## src/rtl/nibble_word_loader.sv

```systemverilog
// Keypad nibble entry: shifts nibbles into a word and offers the completed word
// with a valid/ready handshake. A partial entry is silently discarded after an idle timeout.
module nibble_word_loader #(
  parameter int unsigned NUM_NIBBLES   = 4,
  parameter int unsigned ENTRY_TIMEOUT = 250_000_000
) (
  input  logic                     Clock,
  input  logic                     Reset,
  input  logic                     KeyLoad,
  input  logic                     KeyClear,
  input  logic [3:0]               Nibble,
  output logic [4*NUM_NIBBLES-1:0] Word,
  output logic [2:0]               Digits,
  output logic                     Valid,
  input  logic                     Ready
);
  localparam int unsigned WW = 4 * NUM_NIBBLES;
  localparam int unsigned TW = (ENTRY_TIMEOUT > 0) ? $clog2(ENTRY_TIMEOUT + 1) : 1;
  localparam bit TIMEOUT_EN = (ENTRY_TIMEOUT > 0);
  localparam logic [TW-1:0] TLAST = TIMEOUT_EN ? TW'(ENTRY_TIMEOUT - 1) : '0;
  localparam logic [2:0] LAST_DIGIT = 3'(NUM_NIBBLES - 1);

  typedef enum logic {COLLECT, HOLD} state_t;

  state_t        state_q  = COLLECT;
  state_t        state_d;
  logic [WW-1:0] word_q   = '0;
  logic [WW-1:0] word_d;
  logic [2:0]    digits_q = '0;
  logic [2:0]    digits_d;
  logic [TW-1:0] timer_q  = '0;
  logic [TW-1:0] timer_d;
  logic          valid_q  = 1'b0;

  always_ff @(posedge Clock) begin
    if (Reset) begin
      state_q  <= COLLECT;
      word_q   <= '0;
      digits_q <= '0;
      timer_q  <= '0;
      valid_q  <= 1'b0;
    end else begin
      state_q  <= state_d;
      word_q   <= word_d;
      digits_q <= digits_d;
      timer_q  <= timer_d;
      valid_q  <= (state_d == HOLD);
    end
  end

  // Clear beats everything; a clear coinciding with Ready in HOLD yields the
  // same post-transfer state, so it needs no separate branch.
  always_comb begin
    state_d  = state_q;
    word_d   = word_q;
    digits_d = digits_q;
    timer_d  = timer_q;
    if (KeyClear) begin
      state_d  = COLLECT;
      word_d   = '0;
      digits_d = '0;
      timer_d  = '0;
    end else if (state_q == HOLD) begin
      if (Ready) begin
        state_d  = COLLECT;
        word_d   = '0;
        digits_d = '0;
        timer_d  = '0;
      end
    end else if (KeyLoad) begin
      word_d   = (word_q << 4) | WW'(Nibble);
      digits_d = digits_q + 3'd1;
      timer_d  = '0;
      if (digits_q == LAST_DIGIT) state_d = HOLD;
    end else if (digits_q == '0) begin
      timer_d = '0;
    end else if (TIMEOUT_EN && (timer_q == TLAST)) begin
      word_d   = '0;
      digits_d = '0;
      timer_d  = '0;
    end else if (timer_q != '1) begin
      timer_d = timer_q + TW'(1);
    end
  end

  assign Word   = word_q;
  assign Digits = digits_q;
  assign Valid  = valid_q;
endmodule

```

## config.mk

```make
export PLATFORM = sky130hd
export DESIGN_NAME = nibble_word_loader
export DESIGN_NICKNAME = d
export VERILOG_FILES = /design/src/rtl/nibble_word_loader.sv
export SDC_FILE = /design/constraint.sdc
export NUM_CORES = 1
export LEC_CHECK = 0
export ABC_CLOCK_PERIOD_IN_PS = 3000
export BUFFER_PORTS_ARGS = -buffer_cell sky130_fd_sc_hd__buf_2
export CORE_ASPECT_RATIO = 0.8
export CORE_MARGIN = 5
export CORE_UTILIZATION = 50
export DETAILED_ROUTE_END_ITERATION = 8
export PLACE_DENSITY = 0.67
export SETUP_SLACK_MARGIN = 0.05
export SLEW_MARGIN = 0
export SYNTH_ARGS = -nofsm -noshare
export SYNTH_HDL_FRONTEND = slang
export SYNTH_SLANG_ARGS = --single-unit
export TNS_END_PERCENT = 30
```

## constraint.sdc

```tcl
create_clock -name Clock -period 3 [get_ports Clock]
set_input_delay 0.15 -clock Clock [delete_from_list [all_inputs] [get_ports Clock]]
set_output_delay 0.15 -clock Clock [all_outputs]
set_load 0.1 [all_outputs]
```

==> flow_metrics.env, run 1 <==
export IMPL_status="completed"
export IMPL_worst_slew_pin_transition_ps=679
export IMPL_vias=2577
export IMPL_cts_sinks=48
export IMPL_area_growth_pct=11.6
export IMPL_postRouteAntennaNets=0
export IMPL_total_power_mw=1.19
export IMPL_yosys_area_share_simple=0.278
export IMPL_ios=29
export IMPL_ir_drop_mv=0.266
export IMPL_cts_htree_levels=2
export IMPL_gp_congestion=0.908
export IMPL_routedWlPerCell_um=16.9
export IMPL_finalWirelength_um=6960
export IMPL_max_freq_mhz=443
export IMPL_clockBufferDepth=2
export IMPL_grt_usage=0.212
export IMPL_synth_xor_area_share=0
export IMPL_powerDensity_nw_per_um2=415
export IMPL_syn_avg_cell_area_sq_um=7.90
export IMPL_firstDrtPassIters=5
export IMPL_fin_nets=361
export IMPL_synthMuxAreaShare=0.0156
export IMPL_fp_dieW_um=90.0
export IMPL_rsz0062_at_grt="false"
export IMPL_hpwl_um=4800
export IMPL_root_buffer="clkbuf_8"
export IMPL_yosysTopAreaCell="dfxtp_1"
export IMPL_drive_above_1_share=0.160
export IMPL_final_setup_viol_count=0
export IMPL_async_reset_ff_frac=0
export IMPL_yosysWarnings=0
export IMPL_hp_class="input pin to flop"
export IMPL_route_detailed_drc=0
export IMPL_rows=23
export IMPL_cp_start_kind="flop"
export IMPL_final_cells=411
export IMPL_regArea_sq_um=961
export IMPL_die_h_um=74.0
export IMPL_antenna_found_initial=0
export IMPL_critical_path_class="flop to flop"
export IMPL_slew_headroom=0.541
export IMPL_timing_final_crit_share=0.752
export IMPL_multi_input_area_sq_um=1450
export IMPL_portBuffers=28
export IMPL_worstPathMaxFanout=10
export IMPL_syn_num_nets=337
export IMPL_cts_setup_buffers=0
export IMPL_grt_pass1_wl_um=11600
export IMPL_die_area_sq_um=6660
export IMPL_grt_max_degree=32
export IMPL_fin_setup_tns_ps=0
export IMPL_clk_pin_slew_ps=90
export IMPL_synth_compound_area_frac=0.253
export IMPL_synth_seq_cells=48
export IMPL_synthDistinctLibCells=44
export IMPL_mappedNetlistArea_sq_um=2560
export IMPL_viasPerCell=6.27
export IMPL_synth_top_family_by_area="simple AND/OR/NAND/NOR gates"
export IMPL_synth_top_cell_area_share=0.375
export IMPL_min_period_ps=2260
export IMPL_synth_area_leaders="dfxtp_1, a21oi_1, nand2_1"
export IMPL_antenna_cells=0
export IMPL_worstSetupEndpointType="flop"
export IMPL_report_final_slew_viol_count=0
export IMPL_drv_cap=0
export IMPL_arrival_ps=2490
export IMPL_dp_cells=403
export IMPL_netlist_instances=324
export IMPL_ctsHoldBuffers=0
export IMPL_min_path_cells=3
export IMPL_cp_required_ps=3230
export IMPL_n_fill_cell=462
export IMPL_grt_pass1_vias=2315
export IMPL_synth_flop_cell="dfxtp_1"
export IMPL_whs_ps=80.4
export IMPL_clkLatencyLatePin_ps=300
export IMPL_hold_violations=0
export IMPL_cts_tree="yes"
export IMPL_core_area_sq_um=4980
export IMPL_leakage_nw=0.968
export IMPL_grt_overflow=0
export IMPL_yosysSeqAreaShare=0.375
export IMPL_start_util=0.514
export IMPL_numCtsBuffers=5
export IMPL_worstRegToRegCells=6
export IMPL_synth_edf_count=0
export IMPL_synthAdderAreaFrac=0.0195
export IMPL_drtIter0Drc=225
export IMPL_finalClockSkew_ps=6.34
export IMPL_cts_resized=0
layout by cell type, fill, tap and decap left out, drive strengths merged, types with 9 or more instances in the layout:
cell    count
inv        12
dfxtp      48
nand3      20
nor2       14
nand4      13
o21ai      29
and4        9
a21oi      32
buf        38
a31oi      13
nand2      39
o211ai      9
worst max-delay path, cell delays in order (launching register included):
cell and delay [ps]:
dfxtp_1 360, ha_1 240, and3_1 240, and4_4 220, a211o_1 470, or4_1 580, o211ai_2 90
kinds of logic (layout without fill, tap and decap cells):
logic type	Yosys count	in the layout
adders and majority gates	4	4
muxes	4	4
and+or+nand+nor	132	132
buffers and inverters	33	58
DFF	48	48
AOI/OAI and AO/OA	103	103
cell type report:
cell class              instances  share of cell area
clock buffers                   6              0.0254
clock inverters                 2              0.0123
inverters                      12              0.0158
multi-input cells             243               0.508
flip-flops and latches         48               0.336
well taps                      62              0.0271
repair buffers                 38              0.0753
routing by layer:
| metal | track usage | vias to the layer above | share of wire | routed length [um] |
|---|---|---|---|---|
| met1 | 0.311 | 1187 | 0.49 | 3380 |
| met3 | 0.0526 | 17 | 0.079 | 548 |
| met4 | 0.0661 | 0 | 0.016 | 108 |
| met5 | 0 | - | 0 | 0 |
| li1 | - | 1259 | - | - |
| met2 | 0.308 | 114 | 0.42 | 2920 |
per-stage QoR:
step,setup WS [ps],area (sq um),util
3_3_place_gp,831,2750,0.552
6_report,744,2860,0.574
3_5_place_dp,788,2750,0.552
4_1_cts,754,2860,0.574
5_1_grt,610,2860,0.574
2_1_floorplan,391,2560,-
state kept, by name, summed over array words and instances (netlist names):
signal,cells
timer_q,28
Digits,3
Word,16
Valid,1
final timing paths:
| path | startpoint | endpoint | slack (ps) |
|---|---|---|---|
| max | timer_q[0] | timer_q[13] | 740 |
| min | Nibble[0] | Word[0] | 80 |
| max reg2reg | timer_q[0] | timer_q[13] | 740 |
| min reg2reg | Word[1] | Word[5] | 470 |
synth_stat cells (all sizes together) (2+ instances only):
library cell  instances
nand4                13
nor2b                 2
ha                    4
or4                   6
nand2b                7
buf                   7
and4                  9
mux2i                 4
nor4                  5
a31oi                13
and3                  4
nand2                39
a21oi                32
o211ai                9
a41oi                 3
dfxtp                48
o21a                  5
nor2                 14
o21ai                29
nor3                  6
a211o                 2
inv                  12
nor4bb                2
and2                  3
clkbuf               14
a211oi                2
nand3                20
where the power goes:
group	total [mW]	internal, mW	switching, mW
logic	0.0725	0.0171	0.0554
registers	0.643	0.640	0.00266
clock network	0.471	0.248	0.223
total	1.19	0.905	0.281
Note: power is estimated with default switching activity, not from simulation.
==> run 2: changes to the inputs <==
Settings changed: ABC_AREA set to 1, ABC_CLOCK_PERIOD_IN_PS 3000 to 2000, PLACE_DENSITY 0.67 to 0.69.
Clock period 3 ns to 2 ns, I/O delays scaled along.
==> flow_metrics.env, run 2 <==
export IMPL_cts_sinks=48
export IMPL_root_buffer="clkbuf_8"
export IMPL_arrival_ps=2040
export IMPL_synth_edf_count=0
export IMPL_syn_avg_cell_area_sq_um=6.00
export IMPL_drtIter0Drc=190
export IMPL_antenna_found_initial=0
export IMPL_cts_tree="yes"
export IMPL_route_detailed_drc=0
export IMPL_yosysSeqAreaShare=0.304
export IMPL_worstSetupEndpointType="flop"
export IMPL_final_util=0.605
export IMPL_grt_overflow=0
export IMPL_dp_worst_setup_slack_ps=59.5
export IMPL_viasPerCell=5.15
export IMPL_die_h_um=81.1
export IMPL_grt_pass1_wl_um=13900
export IMPL_hpwl_um=5970
export IMPL_core_area_sq_um=6040
export IMPL_rsz0062_at_grt="true"
export IMPL_clk_pin_slew_ps=100
export IMPL_routedWlPerCell_um=13.4
export IMPL_final_setup_viol_count=0
export IMPL_ios=29
export IMPL_rows=25
export IMPL_min_path_cells=5
export IMPL_die_area_sq_um=8020
export IMPL_yosys_area_share_simple=0.483
export IMPL_largest_register="timer_q"
export IMPL_ir_drop_mv=0.447
export IMPL_rr_startpoint="timer_q[0]"
export IMPL_synthMuxAreaShare=0
export IMPL_max_freq_mhz=544
export IMPL_fin_setup_tns_ps=0
export IMPL_critical_path_class="flop to flop"
export IMPL_yosysMostFrequentCell="nand2_1"
export IMPL_worstRegToRegCells=12
export IMPL_final_cell_mix="nand2_1, nor2_1, nand3_1"
export IMPL_fin_nets=573
export IMPL_grt_usage=0.213
export IMPL_worstHoldEndpoint="Word[2]"
export IMPL_synthAdderAreaFrac=0.0158
export IMPL_finalClockSkew_ps=6.18
export IMPL_firstDrtPassIters=5
export IMPL_fin_ws_ps=163
export IMPL_powerDensity_nw_per_um2=510
export IMPL_synthDistinctLibCells=35
export IMPL_finalWirelength_um=8570
export IMPL_status="completed"
export IMPL_largest_reg_flops=28
export IMPL_n_fill_cell=581
export IMPL_syn_num_nets=540
export IMPL_synth_top_family_by_area="simple AND/OR/NAND/NOR gates"
export IMPL_vias=3305
export IMPL_yosysWarnings=0
export IMPL_antenna_cells=0
export IMPL_slew_headroom=0.671
export IMPL_grt_max_degree=39
export IMPL_final_cells=642
export IMPL_synth_area_leaders="dfxtp_1, nand2_1, nor2_1"
export IMPL_async_reset_ff_frac=0
export IMPL_synth_xor_area_share=0.0139
export IMPL_synth_top_cell_area_share=0.304
export IMPL_worst_slew_pin_transition_ps=497
export IMPL_grt_pass1_vias=2915
export IMPL_hold_violations=0
export IMPL_ff2ff_setup_slack_ps=160
export IMPL_layout_commonest_cell="nand2_1"
export IMPL_synth_compound_area_frac=0.0728
export IMPL_ys_top_cells_by_count="nand2_1, nor2_1, nand3_1, inv_1, dfxtp_1"
export IMPL_report_final_slew_viol_count=0
export IMPL_worstPathMaxFanout=6
export IMPL_hp_start="Nibble[2]"
export IMPL_cp_start_kind="flop"
export IMPL_cts_htree_levels=2
export IMPL_postRouteAntennaNets=0
export IMPL_leakage_nw=1.50
export IMPL_clockBufferDepth=2
export IMPL_yosysTopAreaCell="dfxtp_1"
export IMPL_synth_flop_cell="dfxtp_1"
export IMPL_gp_congestion=0.946
export IMPL_fp_dieW_um=98.9
export IMPL_timing_final_crit_share=0.918
export IMPL_area_growth_pct=15.6
export IMPL_numCtsBuffers=5
export IMPL_rr_endpoint="Digits[2]"
export IMPL_netlist_instances=527
export IMPL_drv_cap=0
export IMPL_mappedNetlistArea_sq_um=3160
export IMPL_start_util=0.524
export IMPL_portBuffers=28
export IMPL_dp_cells=625
export IMPL_total_power_mw=1.86
export IMPL_cp_required_ps=2210
export IMPL_synth_seq_cells=48
export IMPL_drive_above_1_share=0.166
export IMPL_clkLatencyLatePin_ps=310
export IMPL_hp_class="input pin to flop"
export IMPL_min_period_ps=1840
-- run 2: repair_timing --
action | in CTS | in global routing
setup endpoints to repair | 1 | 47
cloned | 0 | 5
setup buffers | 0 | 4
hold buffers | 0 | 0
resized for setup | 1 | 11
pin swaps | 0 | 3
-- run 2: worst max-delay path: stages, from the launching register on --
cell       delay, ps
dfxtp_4          380
ha_4             150
nand2_2           70
nor2_2           140
nand2_2           80
nor2_4           150
nand2_4          100
o21ai_4          180
buf_12           150
clkbuf_16        140
nand3_1           60
nand2_1           90
nor2_1            50
-- run 2: per-layer routing --
layer / vias to the layer above / GRT usage / part of all wire / wire length (um)
li1: 1720 / - / - / -
met1: 1468 / 0.311 / 0.50 / 4320
met2: 108 / 0.328 / 0.42 / 3560
met3: 9 / 0.0361 / 0.072 / 619
met4: 0 / 0.0477 / 0.0084 / 72
met5: - / 0 / 0 / 0
-- run 2: worst max path at each step --
stage / cells past startpoint / to / from / slack (ps)
finish: 12 / Digits[2] / timer_q[0] / 160
global route: 8 / timer_q[27] / timer_q[3] / 40
CTS: 11 / Digits[2] / timer_q[0] / 80
detailed placement: 12 / timer_q[15] / timer_q[0] / 60
global placement: 13 / timer_q[24] / timer_q[0] / 160
floorplan: 11 / timer_q[17] / Digits[0] / 60
-- run 2: kinds of logic (layout without fill, tap and decap cells) --
logic type / count (synthesis) / after routing
XOR/XNOR: 5 / 5
buffers and inverters: 77 / 111
adder cells (fa/ha/maj): 4 / 4
AO/OA/AOI/OAI: 43 / 43
AND/OR/NAND/NOR: 350 / 350
flip-flops: 48 / 48
-- run 2: stage by stage --
stage	hold WS (ps)	area [sq um]
after floorplan	263	3170
after global placement	434	3370
after detailed placement	443	3370
after CTS	119	3460
after global routing	140	3650
final	125	3650
-- run 2: cell type report --
class,instances,area (sq um),share of cell area
multi-input cells,402,1890,0.517
clock inverters,3,18.8,0.00514
well taps,81,101,0.0277
repair buffers,49,395,0.108
flip-flops and latches,48,976,0.267
clock buffers,5,68.8,0.0188
inverters,54,203,0.0555
-- run 2: power breakdown --
part / switching, mW / internal, mW / total (mW)
registers: 0.00996 / 0.966 / 0.976
logic: 0.204 / 0.0857 / 0.290
clock network: 0.355 / 0.242 / 0.597
total: 0.569 / 1.29 / 1.86
